**src/rtl/ibex_cheri_tag_pkg.sv**
```systemverilog
// Shared types for the CHERI tag-memory controller: FSM states, port winner, index width.
package ibex_cheri_tag_pkg;

  localparam int unsigned TAG_IDX_W = 32;

  typedef enum logic [1:0] {
    IDLE,
    CLEAR,
    DONE
  } tag_ctrl_state_e;

  typedef enum logic [1:0] {
    NONE,
    LSU,
    CLR
  } tag_winner_e;

endpackage

```
**src/rtl/ibex_cheri_tag_clr_seq.sv**
```systemverilog
// Bulk tag-clear sequencer: walks ptr from base to last, one step per granted cycle,
// then raises a single-cycle done pulse.
module ibex_cheri_tag_clr_seq
  import ibex_cheri_tag_pkg::*;
#(
  parameter int unsigned TAG_MEM_SIZE = 4096
) (
  input  logic                 clk_i,
  input  logic                 rst_ni,
  input  logic                 clr_start_i,
  input  logic [TAG_IDX_W-1:0] clr_base_i,
  input  logic [TAG_IDX_W-1:0] clr_len_i,
  input  logic                 advance_i,
  output logic                 clr_pending_o,
  output logic [TAG_IDX_W-1:0] clr_addr_o,
  output logic                 clr_busy_o,
  output logic                 clr_done_o
);

  localparam logic [TAG_IDX_W-1:0] SIZE_W  = TAG_IDX_W'(TAG_MEM_SIZE);
  localparam logic [TAG_IDX_W:0]   SIZE_W1 = (TAG_IDX_W+1)'(TAG_MEM_SIZE);

  tag_ctrl_state_e      r_state, w_state_nxt;
  logic [TAG_IDX_W-1:0] r_ptr, r_last;
  logic [TAG_IDX_W:0]   w_end;
  logic [TAG_IDX_W-1:0] w_last;
  logic                 w_start_ok;

  // End index is formed one bit wider so base+len can never wrap.
  assign w_end      = {1'b0, clr_base_i} + {1'b0, clr_len_i};
  assign w_last     = (w_end > SIZE_W1) ? (SIZE_W - TAG_IDX_W'(1))
                                        : TAG_IDX_W'(w_end - (TAG_IDX_W+1)'(1));
  assign w_start_ok = (clr_len_i != '0) && (clr_base_i < SIZE_W);

  always_ff @(posedge clk_i) begin
    if (!rst_ni) r_state <= IDLE;
    else         r_state <= w_state_nxt;
  end

  always_comb begin
    w_state_nxt = r_state;
    unique case (r_state)
      IDLE:    if (clr_start_i) w_state_nxt = w_start_ok ? CLEAR : DONE;
      CLEAR:   if (advance_i && (r_ptr == r_last)) w_state_nxt = DONE;
      DONE:    w_state_nxt = IDLE;
      default: w_state_nxt = IDLE;
    endcase
  end

  always_comb begin
    clr_pending_o = (r_state == CLEAR);
    clr_busy_o    = (r_state == CLEAR) || (r_state == DONE);
    clr_done_o    = (r_state == DONE);
    clr_addr_o    = r_ptr;
  end

  always_ff @(posedge clk_i) begin
    if (!rst_ni) begin
      r_ptr  <= '0;
      r_last <= '0;
    end else if ((r_state == IDLE) && clr_start_i && w_start_ok) begin
      r_ptr  <= clr_base_i;
      r_last <= w_last;
    end else if ((r_state == CLEAR) && advance_i) begin
      r_ptr  <= r_ptr + TAG_IDX_W'(1);
    end
  end

endmodule

```
**src/rtl/ibex_cheri_tag_ctrl.sv**
```systemverilog
// Tag-memory port arbiter between the LSU and the bulk clear engine, with range
// checking, a bounded-starvation stall counter and one-cycle LSU responses.
module ibex_cheri_tag_ctrl
  import ibex_cheri_tag_pkg::*;
#(
  parameter int unsigned TAG_MEM_SIZE  = 4096,
  parameter int unsigned CLR_MAX_STALL = 4
) (
  input  logic                 clk_i,
  input  logic                 rst_ni,
  input  logic                 lsu_req_i,
  input  logic                 lsu_we_i,
  input  logic [TAG_IDX_W-1:0] lsu_addr_i,
  input  logic                 lsu_wdata_i,
  output logic                 lsu_gnt_o,
  output logic                 lsu_rvalid_o,
  output logic                 lsu_rdata_o,
  output logic                 lsu_err_o,
  input  logic                 clr_start_i,
  input  logic [TAG_IDX_W-1:0] clr_base_i,
  input  logic [TAG_IDX_W-1:0] clr_len_i,
  output logic                 clr_busy_o,
  output logic                 clr_done_o,
  output logic [TAG_IDX_W-1:0] tag_addr_o,
  output logic                 tag_we_o,
  output logic                 tag_wdata_o,
  input  logic                 tag_rdata_i
);

  localparam int unsigned        STALL_W   = $clog2(CLR_MAX_STALL + 1);
  localparam logic [STALL_W-1:0] STALL_MAX = STALL_W'(CLR_MAX_STALL);

  tag_winner_e          w_winner;
  logic [STALL_W-1:0]   r_stall_cnt;
  logic                 w_clr_pending, w_lsu_in_range;
  logic [TAG_IDX_W-1:0] w_clr_addr;
  logic                 r_rvalid, r_err, r_rd;

  ibex_cheri_tag_clr_seq #(
    .TAG_MEM_SIZE(TAG_MEM_SIZE)
  ) u_clr_seq (
    .clk_i        (clk_i),
    .rst_ni       (rst_ni),
    .clr_start_i  (clr_start_i),
    .clr_base_i   (clr_base_i),
    .clr_len_i    (clr_len_i),
    .advance_i    (w_winner == CLR),
    .clr_pending_o(w_clr_pending),
    .clr_addr_o   (w_clr_addr),
    .clr_busy_o   (clr_busy_o),
    .clr_done_o   (clr_done_o)
  );

  assign w_lsu_in_range = lsu_addr_i < TAG_IDX_W'(TAG_MEM_SIZE);

  // Nothing owns the port while reset is held, so no grant can lose its response.
  always_comb begin
    w_winner = NONE;
    if (!rst_ni)            w_winner = NONE;
    else if (w_clr_pending) w_winner = (lsu_req_i && (r_stall_cnt != STALL_MAX)) ? LSU : CLR;
    else if (lsu_req_i)     w_winner = LSU;
  end

  always_ff @(posedge clk_i) begin
    if (!rst_ni)                           r_stall_cnt <= '0;
    else if (w_clr_pending && w_winner == LSU) r_stall_cnt <= r_stall_cnt + STALL_W'(1);
    else                                   r_stall_cnt <= '0;
  end

  always_comb begin
    tag_addr_o  = '0;
    tag_we_o    = 1'b0;
    tag_wdata_o = 1'b0;
    case (w_winner)
      LSU: if (w_lsu_in_range) begin
        tag_addr_o  = lsu_addr_i;
        tag_we_o    = lsu_we_i;
        tag_wdata_o = lsu_wdata_i;
      end
      CLR: begin
        tag_addr_o = w_clr_addr;
        tag_we_o   = 1'b1;
      end
      default: ;
    endcase
  end

  assign lsu_gnt_o = (w_winner == LSU);

  always_ff @(posedge clk_i) begin
    if (!rst_ni) begin
      r_rvalid <= 1'b0;
      r_err    <= 1'b0;
      r_rd     <= 1'b0;
    end else begin
      r_rvalid <= lsu_gnt_o;
      r_err    <= lsu_gnt_o & ~w_lsu_in_range;
      r_rd     <= lsu_gnt_o & ~lsu_we_i & w_lsu_in_range;
    end
  end

  assign lsu_rvalid_o = r_rvalid;
  assign lsu_err_o    = r_err;
  assign lsu_rdata_o  = r_rd & tag_rdata_i;

endmodule

```
**config.mk**
```make
export PLATFORM = sky130hd
export DESIGN_NAME = ibex_cheri_tag_ctrl
export DESIGN_NICKNAME = d
export VERILOG_FILES = /design/src/rtl/ibex_cheri_tag_pkg.sv /design/src/rtl/ibex_cheri_tag_clr_seq.sv /design/src/rtl/ibex_cheri_tag_ctrl.sv
export SDC_FILE = /design/constraint.sdc
export NUM_CORES = 1
export LEC_CHECK = 0
export BUFFER_PORTS_ARGS = -buffer_cell sky130_fd_sc_hd__buf_2
export CORE_ASPECT_RATIO = 0.9
export CORE_UTILIZATION = 56
export DETAILED_ROUTE_END_ITERATION = 7
export GPL_TIMING_DRIVEN = 0
export PLACE_DENSITY = 0.83
export SETUP_SLACK_MARGIN = 0.4
export SLEW_MARGIN = 10
export SYNTH_ARGS = -nofsm -noshare
export SYNTH_HDL_FRONTEND = slang
export SYNTH_SLANG_ARGS = --single-unit
```
**constraint.sdc**
```tcl
create_clock -name clk_i -period 4.25 [get_ports clk_i]
set_input_delay 0.425 -clock clk_i [delete_from_list [all_inputs] [get_ports clk_i]]
set_output_delay 0.425 -clock clk_i [all_outputs]
set_load 0.02 [all_outputs]
```
**Word level (Yosys, flattened, before mapping)**

Index checks and enable logic that the tools add are counted.
W data, S select, Z words.

- Bits in registers: 72

- Add/sub/neg operators: 4
- $lt $le $gt $ge: 3
- Eq/ne operators: 8
- Multiplexer cells: 17
- Bitwise gates (word level): 6
- Reductions and logical operators: 13

Operators with widths:

| operator | count |
|---|---|
| $mux W32 | 4 |
| $lt A32 B13 Y1 const B | 2 |
| $pmux W32 S2 | 1 |
| $add A32 B32 Y33 | 1 |
| $gt A33 B13 Y1 const B | 1 |
| $add A32 B1 Y32 const B | 1 |
| $eq A32 B32 Y1 | 1 |
| $reduce_bool A32 Y1 | 1 |
| $sub A32 B1 Y32 const B | 1 |
| $mux W2 | 6 |
| $logic_and A1 B1 Y1 | 7 |
| $and A1 B1 Y1 | 4 |
| $eq A2 B1 Y1 const B | 2 |
| $eq A2 B2 Y1 const B | 2 |
| $mux W1 | 4 |
| $pmux W2 S2 | 1 |
| $reduce_and A2 Y1 | 2 |
| $add A3 B1 Y3 const B | 1 |
| $ne A3 B3 Y1 const B | 1 |
| $logic_not A2 Y1 | 1 |
| $ne A2 B1 Y1 const B | 1 |
| $ne A2 B2 Y1 const B | 1 |
| $not A1 Y1 | 2 |
| $pmux W1 S2 | 1 |
| 2 further kinds | 2 |

**Logic depth before layout (Yosys ltp)**

Gate-level depths: netlist of the first run.

- Depth in word-level cells: 9
- Depth in mapped cells: 15
- Mapped depth without buffers: 14

**Hierarchy**

A second synthesis of the first run with hierarchy kept.

- Cells, all modules: 841
- Area total of the unflattened synthesis: 6428.7 µm²

Modules (own cells, without submodules):

| module | times used | cells an instance | area an instance (µm²) | sequential area each (µm²) |
|---|---|---|---|---|
| ibex_cheri_tag_clr_seq | 1 | 735 | 5667.9 | 1321.3 |
| ibex_cheri_tag_ctrl | 1 | 106 | 760.7 | 120.1 |

**Least setup slack after synthesis of the first run**

OpenSTA, ideal clock, no wires.

- Path kind: input port to flip-flop
- Start: input clr_base_i[0]
- End: register u_clr_seq.r_last[12]
- Data arrival time: 3354 ps
- Required time: 4124 ps
- Setup slack: 770 ps
- Cell stages on the path: 11
- Buffers on the path: 0
- Cell sequence: ha_1 -> fa_1 -> a211oi_2 -> o31ai_4 -> a31o_1 -> xnor2_4 -> o2111ai_2 -> or4_4 -> or4_4 -> a21oi_4 -> nor3_1

- Longest elaborated chain between the ends: 3
- Elaborated cells between the ends (all ways): 7
- Those cells by class: add/sub: 2; order compare: 2; mux: 1; reduce/logical: 2

Ends and longest elaborated chain:

| what | line | RTL |
|---|---|---|
| start: declaration | ibex_cheri_tag_ctrl.sv:20 | `input logic [TAG_IDX_W-1:0] clr_base_i,` |
| $add A32 B32 Y33 or $lt A32 B13 Y1 (tied branches) | ibex_cheri_tag_clr_seq.sv:30, ibex_cheri_tag_clr_seq.sv:33 |  |
| $sub A32 B1 Y32 (tied with other cells) | ibex_cheri_tag_clr_seq.sv:32 | `: TAG_IDX_W'(w_end - (TAG_IDX_W+1)'(1));` |
| $mux W32 or $logic_and A1 B1 Y1 (tied branches) | ibex_cheri_tag_clr_seq.sv:31, ibex_cheri_tag_clr_seq.sv:61 |  |
| end signal: assignment | ibex_cheri_tag_clr_seq.sv:63 | `r_last <= w_last;` |
| end: declaration | ibex_cheri_tag_clr_seq.sv:24 | `logic [TAG_IDX_W-1:0] r_ptr, r_last;` |

Parallel ways exist; a longest one is shown, timed or not.
A chain may end at the register's enable or synchronous reset.

**Worst setup path in the final report of the first run**

- Start: input clr_base_i[9]
- End: register u_clr_seq.r_last[24]

Same word-level chain as after synthesis.

==> impl_results.md, run 1 <==
- Outcome: finished, final reports clean
- Net Count, Synth: ~970
- CP arrival: between 3 and 4 ns
- Synthesized area per cell: approximately 7.8 sq um
- Worst R2R Start: u_clr_seq.r_state[1]
- Hold_ws: ~0.33 ns
- N_diodes: 0
- First-pass GRT wire length: a little under 30000 microns
- H-tree depth: 3
- Grt total ovfl: 0
- Mapped Cells: ~820
- PortBufs: 142
- Hold Vio Cnt, Final: 0
- CP startpoint kind: input pin
- EDFF count, synth: 0
- GRT Overall Usage: a little under a third
- Register area share after synthesis: roughly 23%
- Setup Skew: between 0.006 and 0.007 ns
- F_max: approximately 0.27 GHz
- Worst reg2reg endpoint: u_clr_seq.clr_addr_o[25]
- Post-layout min period: between 3 and 4 ns
- Die Y: around 100 microns
- Vias in the first global route: a little under 6000
- Flop2flop setup slack: between 1 and 1.5 ns
- Die Wd: between 100 and 150 microns
- WP data required: 4.47 ns
- Slew Limit Fails: 0
- Yosys top cell area share: between 20 and 25%
- Yosys warns: 0
- Pre-antenna DRT Iters: 5
- Synth unique cells: 80
- RSZ-0062 raised after global routing: false
- Ports: between 100 and 150
- Die area: about 12000 sq um
- Clk pin slew, worst setup/hold paths: about 0.060 ns
- CP Max Fanout: 8
- Synth area leaders: dfxtp_1, xnor2_1, ha_1, nor2_1, xor2_1
- CTS Buffer Depth: 2
- Worst R2R Path Depth: 13
- GPL Wtd Cong: roughly 0.90
- Via Count: just under 7000
- NumNets Final: 1124
- Synth area leader: dfxtp_1
- Power Density: 269 nW/um^2
- DRC errors left: 0
- Period Utilization, post-route: 87.3%
- Post-DRT Antenna Nets: 0
- Async set-reset flop share out of synthesis: 0%
- TNS Setup: 0 ns
- # rows: 36
- #FFs+latches synth: just over 70
- Largest net degree at the start of global routing: 13
- Worst VDD drop: ~0.2 mV
- Leak: 0.00316 uW
- 1st-iter DRT viols: 573
- CP top delay family: simple AND/OR/NAND/NOR gates
- Hold Crit Class: input pin to register
- Routed wire per std cell: 16.5 microns
- Crit path kind: input pin to register
- Antenna violations before repair: 0
- Hold EP: r_rd
- WHS Path Cells: 2
- Post-DP HPWL: about 15000 microns
- Max_slew headroom: between 40% and 50%
- CP Cell Sequence: buf_2 -> ha_1 -> nand4_1 -> or3_1 -> o221a_2 -> o41ai_4 -> xor2_2 -> buf_4 -> or4_4 -> or4_4 -> a21oi_4 -> nor3_1
- Crit. End Element: register
- CTS tree: built
- Critical Path Most Common Cell: or4_4
- Worst path slowest cell: or4_4
- Via density: 6.07
- Initial Util: 58.2%
- Synth Flop Type: dfxtp_1
- Worst Max-Slew Pin Slew: 0.797 ns
- Layout cells sized above 1: roughly a fifth
- CP max stage delay: around 0.54 ns
- Root Driver: clkbuf_16
- Area of the mapped netlist: approximately 6400 sq um
- Area grow syn2layout: 19.9%
- Clk_lat worst skew: roughly 0.34 ns
- Min-delay src: lsu_we_i
- Core footprint: 10900 sq um
- Max Cap Violations: 0
- # setup viols final: 0
- Crit path buf inv count: 2
- CTS Sinks: 72
- WL final: ~19000 microns
- Total CTS buffers: 9
==> synthesized netlist by cell type (all sizes together), types with 4 or more instances <==
library cell / n
dfxtp: 72
nand4: 26
buf: 10
xor2: 31
nor3: 18
o21ai: 47
a22oi: 14
a31oi: 16
o31ai: 4
or3: 7
mux2i: 5
clkbuf: 28
inv: 19
o2111ai: 6
or2: 4
a21oi: 40
a21o: 10
nand3: 24
a21boi: 6
nor4: 22
and3b: 4
and2: 33
a211oi: 29
and3: 15
xnor2: 64
and4: 4
o211ai: 11
ha: 41
o21a: 10
nand2: 67
nor2: 95
==> routing by layer <==
metal	vias up	share of wire, %	global-route usage (%)
li1	3338	-	-
met1	3208	46	44.0
met2	311	44	50.4
met3	27	8.7	5.65
met4	0	1.3	8.39
met5	-	0	0
==> worst reg2reg max path, cell delays in order (launching register included) <==
cell and delay [ns]:
dfxtp_1 0.31, inv_1 0.09, ha_1 0.33, nand3_1 0.11
nand3_1 0.12, ha_1 0.15, clkbuf_1 0.33, nand2_1 0.28
nor2_1 0.53, nand2_1 0.20, nor2_1 0.21, nand3_1 0.13
xor2_1 0.17, nor2_1 0.06
==> sequential cells by signal (all words and copies together), names as in the netlist <==
signal	flops
r_rd	1
r_stall_cnt	3
u_clr_seq.r_state	2
lsu_err_o	1
u_clr_seq.r_last	32
lsu_rvalid_o	1
u_clr_seq.clr_addr_o	32
==> metrics by stage <==
stage / utilization [%] / total power, uW / cells / setup WS (ns) / cell area [sq um]
2_1_floorplan: - / 1080 / 822 / 0.770 / 6370
3_3_place_gp: 66.5 / 1220 / 1116 / 0.244 / 7270
3_5_place_dp: 66.5 / 1230 / 1116 / 0.230 / 7270
4_1_cts: 69.4 / 2040 / 1131 / 0.553 / 7590
5_1_grt: 69.8 / 2140 / 1135 / 0.406 / 7640
6_report: 69.8 / 2060 / 1135 / 0.539 / 7640
==> timing repair <==
item                                    in CTS  in global routing
resized for setup                            0                  4
endpoints found under the setup margin       0                 12
hold buffers                                 0                  0
buffers inserted                             0                  4
endpoints found under the hold margin        0                  0
==> layout by cell type, fill, tap and decap left out, drive strengths merged, types with 29 or more instances in the layout <==
cell type / instances
a211oi: 29
a21oi: 40
and2: 33
buf: 155
clkbuf: 40
dfxtp: 72
ha: 41
nand2: 67
nor2: 95
o21ai: 47
xnor2: 64
xor2: 31
==> cell families after synthesis <==
kind of cell,synth area share [%]
AOI/OAI and AO/OA,24.4
xor gates and xnor gates,13.3
adders and majority gates,8.36
buffers and inverters,3.75
DFF,22.6
muxes,0.785
and+or+nand+nor,26.8
==> area by class of cell <==
class	instances	area [sq um]
well taps	152	190
fillers	961	3300
plain buffers	38	174
multi-input cells	693	4700
inverters	19	71.3
clock inverters	4	77.6
repair buffers	146	741
clock buffers	11	243
flip-flops and latches	72	1440
==> worst max path at each step <==
stage,start,slack (ns),cells after the start,endpoint
finish,clr_base_i[9],0.54,12,u_clr_seq.r_last[24]
global route,clr_base_i[0],0.41,12,u_clr_seq.r_last[17]
CTS,clr_base_i[12],0.55,13,u_clr_seq.r_last[10]
detailed placement,clr_base_i[9],0.23,12,u_clr_seq.r_last[9]
global placement,clr_base_i[12],0.24,13,u_clr_seq.r_last[9]
floorplan,clr_base_i[0],0.77,11,u_clr_seq.r_last[12]
==> power breakdown <==
part           leakage [uW]  total, uW  switching (uW)  internal (uW)
Combinational       0.00242        564             333            231
Sequential         0.000580        677           0.592            677
Clock              0.000156        818             289            530
Total               0.00316       2060             622           1440
Note: power is estimated with default switching activity, not from simulation.
==> run 2, diff against run 1 <==
==> constraint.sdc (replaced) <==
create_clock -name clk_i -period 4.25 [get_ports clk_i]
set_input_delay 0.425 -clock clk_i [delete_from_list [all_inputs] [get_ports clk_i]]
set_output_delay 0.425 -clock clk_i [all_outputs]
set_load 0.1 [all_outputs]
==> impl_results.md, run 2 (same netlist as run 1, synthesis figures left out) <==
- Power Density: 272 nW/um^2 (was 269 nW/um^2)
- RSZ-0062 raised after global routing: false (unchanged)
- Post-DP HPWL: 14600 microns (was 14800 microns)
- Placed cell areas: 7300 sq um (was 7270 sq um)
- Hold Vio Cnt, Final: 0 (unchanged)
- TNS Setup: 0 ns (unchanged)
- GPL Wtd Cong: 0.892 (was 0.898)
- Sequential share of power: 32.4% (was 32.9%)
- Hold_ws: 0.334 ns (was 0.335 ns)
- Antenna violations before repair: 0 (unchanged)
- F_max: 0.266 GHz (was 0.269 GHz)
- # setup viols final: 0 (unchanged)
- Routed wire per std cell: 16.3 microns (was 16.5 microns)
- 1st-iter DRT viols: 575 (was 573)
- Worst R2R Start: u_clr_seq.r_state[1] (unchanged)
- Setup Skew: 0.00690 ns (was 0.00648 ns)
- NumNets Final: 1123 (was 1124)
- Net Sw Power: 662 uW (was 622 uW)
- Crit. End Element: register (unchanged)
- Logic gate share of total power: 27.9% (was 27.4%)
- CP startpoint kind: input pin (unchanged)
- Max_slew headroom: 52.7% (was 45.4%)
- Root Driver: clkbuf_16 (unchanged)
- Sw Ratio: 31.7% (was 30.2%)
- WL final: 18500 microns (was 18700 microns)
- Pre-antenna DRT Iters: 5 (unchanged)
- Clock Power Share: 39.7% (about the same)
- Post-layout min period: 3.77 ns (was 3.71 ns)
- Clk pin slew, worst setup/hold paths: 0.06 ns (about the same)
- Min-delay src: lsu_we_i (unchanged)
- Commonest non-fill, non-tap cells in the layout: buf_2, nor2_1, dfxtp_1 (unchanged)
- Via Count: 6831 (was 6884)
- PortBufs: 142 (unchanged)
- # rows: 36 (unchanged)
- Slew Limit Fails: 0 (unchanged)
- Clk_lat worst skew: 0.33 ns (was 0.34 ns)
- Layout cells sized above 1: 22.0% (was 20.5%)
- Initial Util: 58.2% (unchanged)
- CP arrival: 4.00 ns (was 3.93 ns)
- Worst setup path start: clr_base_i[12] (was clr_base_i[9])
- Most common cell after layout, fill and taps aside: buf_2 (unchanged)
- Period Utilization, post-route: 88.6% (was 87.3%)
- Ports: 143 (unchanged)
- Hold Crit Class: input pin to register (unchanged)
- Vias in the first global route: 5936 (was 5915)
- Outcome: finished, final reports clean (unchanged)
- Max Cap Violations: 0 (unchanged)
- DRC errors left: 0 (unchanged)
- Worst Max-Slew Pin Slew: 0.703 ns (was 0.797 ns)
- Crit path kind: input pin to register (unchanged)
- CP Max Fanout: 10 (was 8)
- WP data required: 4.48 ns (was 4.47 ns)
- Area grow syn2layout: 20.3% (was 19.9%)
- Die area: 11800 sq um (unchanged)
- H-tree depth: 3 (unchanged)
- Total CTS buffers: 9 (unchanged)
- Largest net degree at the start of global routing: 15 (was 13)
- FILL cells: 942 (was 961)
- CTS Sinks: 72 (unchanged)
- Via density: 6.02 (was 6.07)
- Grt total ovfl: 0 (unchanged)
- N_diodes: 0 (unchanged)
- First-pass GRT wire length: 29200 microns (was 29100 microns)
- Final Cell Area: 7670 sq um (was 7640 sq um)
- CTS Buffer Depth: 2 (unchanged)
- Internal power: 1430 uW (was 1440 uW)
- Worst VDD drop: 0.233 mV (was 0.199 mV)
- Die Y: 103 microns (unchanged)
- Leak: 0.00315 uW (was 0.00316 uW)
- Core footprint: 10900 sq um (unchanged)
- Die Wd: 114 microns (unchanged)
- GRT Overall Usage: 31.4% (was 31.5%)
- Post-DRT Antenna Nets: 0 (unchanged)
- CTS tree: built (unchanged)
## run 2: through the flow
| stage | cells | setup slack [ns] | util [%] | power (uW) |
|---|---|---|---|---|
| 6_report | 1135 | 0.485 | 70.1 | 2090 |
| 4_1_cts | 1132 | 0.518 | 69.7 | 2070 |
| 2_1_floorplan | 822 | 0.514 | - | 1100 |
| 3_5_place_dp | 1116 | 0.193 | 66.7 | 1250 |
| 5_1_grt | 1135 | 0.382 | 70.1 | 2170 |
| 3_3_place_gp | 1116 | 0.233 | 66.7 | 1240 |
## run 2: path summary, 6_finish.rpt
check                           slack [ns]                       end  cells after the start
worst max-delay path                  0.48      u_clr_seq.r_last[17]                     14
worst min-delay path                  0.33                      r_rd                      2
worst max register to register        1.13  u_clr_seq.clr_addr_o[23]                     13
worst min register to register        0.46            r_stall_cnt[0]                      1
## run 2: cell type report
class	count	area, sq um	area share, %
Clock buffer	9	225	2.94
Multi-Input combinational cell	693	4740	61.8
Buffer	38	168	2.19
Inverter	19	71.3	0.930
Clock inverter	7	103	1.34
Tap cell	152	190	2.48
Sequential cell	72	1440	18.8
Timing Repair Buffer	145	733	9.56
## run 2: what timing repair did
item,CTS,global route
setup endpoints to repair,0,11
gates resized for setup,0,5
hold buffers,0,0
buffers inserted,0,3
## run 2: worst max-delay path, cell delays in order
cell	delay (ns)
buf_2	0.11
ha_1	0.27
buf_2	0.18
nand4_1	0.15
or3_1	0.39
o221a_2	0.28
o41ai_4	0.41
xor2_2	0.16
or4_4	0.55
nor4_4	0.31
buf_4	0.18
a31oi_4	0.13
buf_4	0.22
a211oi_1	0.22
## run 2: power by group through the flow
stage / Combinational (uW) / Clock (uW) / Sequential (uW)
after floorplan: 403 / 0 / 698
after global placement: 548 / 0 / 692
after detailed placement: 557 / 0 / 692
after CTS: 561 / 830 / 677
after global routing: 638 / 859 / 677
final: 582 / 830 / 677
## run 2: metal layers
metal	GRT usage, %	up-vias	wire length (microns)
met5	0	-	0
met4	6.79	0	224
met3	5.19	24	1470
met2	49.9	281	8300
met1	44.8	3198	8470
li1	-	3328	-
==> run 3, diff against run 2 <==
CORE_ASPECT_RATIO = 1.75   (was 0.9)
SLEW_MARGIN = 5   (was 10)
==> impl_results.md, run 3 (same netlist as run 1, synthesis figures left out) <==
- PortBufs: 142 (unchanged)
- CP Cell Sequence: buf_2 -> ha_1 -> clkbuf_4 -> nand4_1 -> or3_1 -> o221a_2 -> o41ai_4 -> xor2_2 -> or4_1 -> nor4_4 -> and3_4 -> clkbuf_4 -> a31oi_1 (was buf_2 -> ha_1 -> buf_2 -> nand4_1 -> or3_1 -> o221a_2 -> o41ai_4 -> xor2_2 -> or4_4 -> nor4_4 -> buf_4 -> a31oi_4 -> buf_4 -> a211oi_1)
- GRT Overall Usage: 34.5% (was 31.4%)
- Crit path kind: input pin to register (unchanged)
- End point of the critical path: u_clr_seq.r_last[5] (was u_clr_seq.r_last[17])
- Flop2flop setup slack: 1.08 ns (was 1.13 ns)
- DRC errors left: 0 (unchanged)
- Die area: 11800 sq um (about the same)
- Sequential share of power: 32.6% (was 32.4%)
- Setup Skew: 0.00543 ns (was 0.00690 ns)
- Worst R2R Path Depth: 13 (unchanged)
- Slew Limit Fails: 0 (unchanged)
- CP Max Fanout: 10 (unchanged)
- Tot Pwr: 2080 uW (was 2090 uW)
- Initial Util: 57.4% (was 58.2%)
- Leak: 0.00314 uW (was 0.00315 uW)
- Sw Ratio: 30.4% (was 31.7%)
- Internal power: 1450 uW (was 1430 uW)
- Root Driver: clkbuf_16 (unchanged)
- Max_slew headroom: 52.4% (was 52.7%)
- Crit. End Element: register (unchanged)
- Critical Path Most Common Cell: clkbuf_4
- Layout cells sized above 1: 21.9% (was 22.0%)
- N_diodes: 0 (unchanged)
- CP startpoint kind: input pin (unchanged)
- Critical Path Stages: 13 (was 14)
- TNS Setup: 0 ns (unchanged)
- Core footprint: 11100 sq um (was 10900 sq um)
- Post-layout min period: 3.70 ns (was 3.77 ns)
- Post-DP HPWL: 15900 microns (was 14600 microns)
- Vias in the first global route: 6435 (was 5936)
- Max Cap Violations: 0 (unchanged)
- Worst setup path start: clr_base_i[12] (unchanged)
- Power Density: 272 nW/um^2 (about the same)
- First-pass GRT wire length: 30600 microns (was 29200 microns)
- Net Sw Power: 632 uW (was 662 uW)
- Post-DRT Antenna Nets: 0 (unchanged)
- Most common cell after layout, fill and taps aside: buf_2 (unchanged)
- Antenna violations before repair: 0 (unchanged)
- Crit path buf inv count: 3 (was 4)
- Ports: 143 (unchanged)
- NumNets Final: 1122 (was 1123)
- Worst path slowest cell: or4_1 (was or4_4)
- Grt total ovfl: 0 (unchanged)
- Clock Power Share: 39.2% (was 39.7%)
- Period Utilization, post-route: 86.9% (was 88.6%)
- # rows: 51 (was 36)
- Hold Vio Cnt, Final: 0 (unchanged)
- 1st-iter DRT viols: 343 (was 575)
- Worst R2R Start: u_clr_seq.r_state[1] (unchanged)
- Via Count: 6749 (was 6831)
- Via density: 6.06 (was 6.02)
- Routed wire per std cell: 17.8 microns (was 16.3 microns)
- Largest net degree at the start of global routing: 12 (was 15)
- H-tree depth: 3 (unchanged)
- Worst VDD drop: 0.341 mV (was 0.233 mV)
- Logic gate share of total power: 28.2% (was 27.9%)
- Die Wd: 82.6 microns (was 114 microns)
- Commonest non-fill, non-tap cells in the layout: buf_2, nor2_1, dfxtp_1 (unchanged)
- RSZ-0062 raised after global routing: true (was false)
- CP top delay family: simple AND/OR/NAND/NOR gates (unchanged)
- CP arrival: 3.89 ns (was 4.00 ns)
- GPL Wtd Cong: 0.967 (was 0.892)
- CTS Buffer Depth: 2 (unchanged)
- CP max stage delay: 0.57 ns (was 0.55 ns)
- Outcome: finished, final reports clean (unchanged)
- Worst Max-Slew Pin Slew: 0.706 ns (was 0.703 ns)
- WP data required: 4.44 ns (was 4.48 ns)
- CTS Sinks: 72 (unchanged)
- Worst reg2reg endpoint: u_clr_seq.clr_addr_o[23] (unchanged)
- Clk pin slew, worst setup/hold paths: 0.05 ns (was 0.06 ns)
- Total CTS buffers: 9 (unchanged)
- Area grow syn2layout: 19.9% (was 20.3%)
- Hold Crit Class: input pin to register (unchanged)
- Die Y: 143 microns (was 103 microns)
- WL final: 19800 microns (was 18500 microns)
- CTS tree: built (unchanged)
- Pre-antenna DRT Iters: 7 (was 5)
- # setup viols final: 0 (unchanged)
- Clk_lat worst skew: 0.34 ns (was 0.33 ns)
- F_max: 0.271 GHz (was 0.266 GHz)
run 3: changes by cell type in the layout (fill, tap and decap cells not counted), moves of 2 or more:
cell	previous run	this run
clkinv_4	2	0
clkbuf_8	0	2
clkbuf_4	0	2
buf_2	149	147
run 3: routing by layer:
layer	up-vias	GRT usage (%)	routed length [microns]	share of wire, %
met5	-	0	0	0
met1	3125	29.7	6660	34
li1	3320	-	-	-
met2	217	65.0	10900	55
met3	87	6.96	750	3.8
met4	0	27.4	1450	7.3
run 3: metrics by stage:
stage | setup slack (ns) | cells | util, % | area, sq um | hold WS, ns
5_1_grt | 0.399 | 1113 | 68.8 | 7640 | 0.352
6_report | 0.555 | 1113 | 68.8 | 7640 | 0.355
3_5_place_dp | 0.217 | 1096 | 65.5 | 7270 | 0.460
2_1_floorplan | 0.514 | 822 | - | 6400 | 0.417
4_1_cts | 0.554 | 1111 | 68.4 | 7600 | 0.334
3_3_place_gp | 0.258 | 1096 | 65.5 | 7270 | 0.435
run 3: cell type report:
class                      instances  area [sq um]
timing repair buffer             144           726
sequential                        72          1440
clock inverter                     3          65.1
tap                              132           165
buffer                            38           174
clock buffer                      12           256
fill                             969          3460
multi-input combinational        693          4740
inverter                          19          71.3
run 3: worst reg2reg max path, cell delays in order, from the launching register on:
cell and delay, ns:
dfxtp_1 0.31, inv_1 0.10, ha_1 0.35, nand3_1 0.12
nand3_1 0.13, ha_1 0.15, clkbuf_1 0.33, nand2_1 0.27
nor2_1 0.46, nand2_1 0.21, nor2_1 0.23, nand4_1 0.15
xor2_1 0.18, nor2_1 0.06
run 3: power groups by stage:
stage / combinational, uW / sequential (uW) / clock [uW]
detailed placement: 568 / 692 / 0
finish: 586 / 678 / 815
floorplan: 403 / 698 / 0
global placement: 561 / 692 / 0
global route: 637 / 677 / 843
CTS: 571 / 678 / 812
run 3: worst min path at each step:
stage                        start        endpoint  slack [ns]  cells past startpoint
floorplan           r_stall_cnt[0]  r_stall_cnt[0]        0.42                      1
global placement    r_stall_cnt[0]  r_stall_cnt[0]        0.44                      1
detailed placement  r_stall_cnt[0]  r_stall_cnt[0]        0.46                      1
CTS                       lsu_we_i            r_rd        0.33                      2
global route              lsu_we_i            r_rd        0.35                      2
finish              lsu_addr_i[12]            r_rd        0.35                      4
run 3: what timing repair did:
| action | 4_1_cts | 5_1_grt |
|---|---|---|
| buffers inserted | 0 | 2 |
| endpoints found under the setup margin | 0 | 17 |
| gates resized for setup | 0 | 10 |
| hold buffers | 0 | 0 |
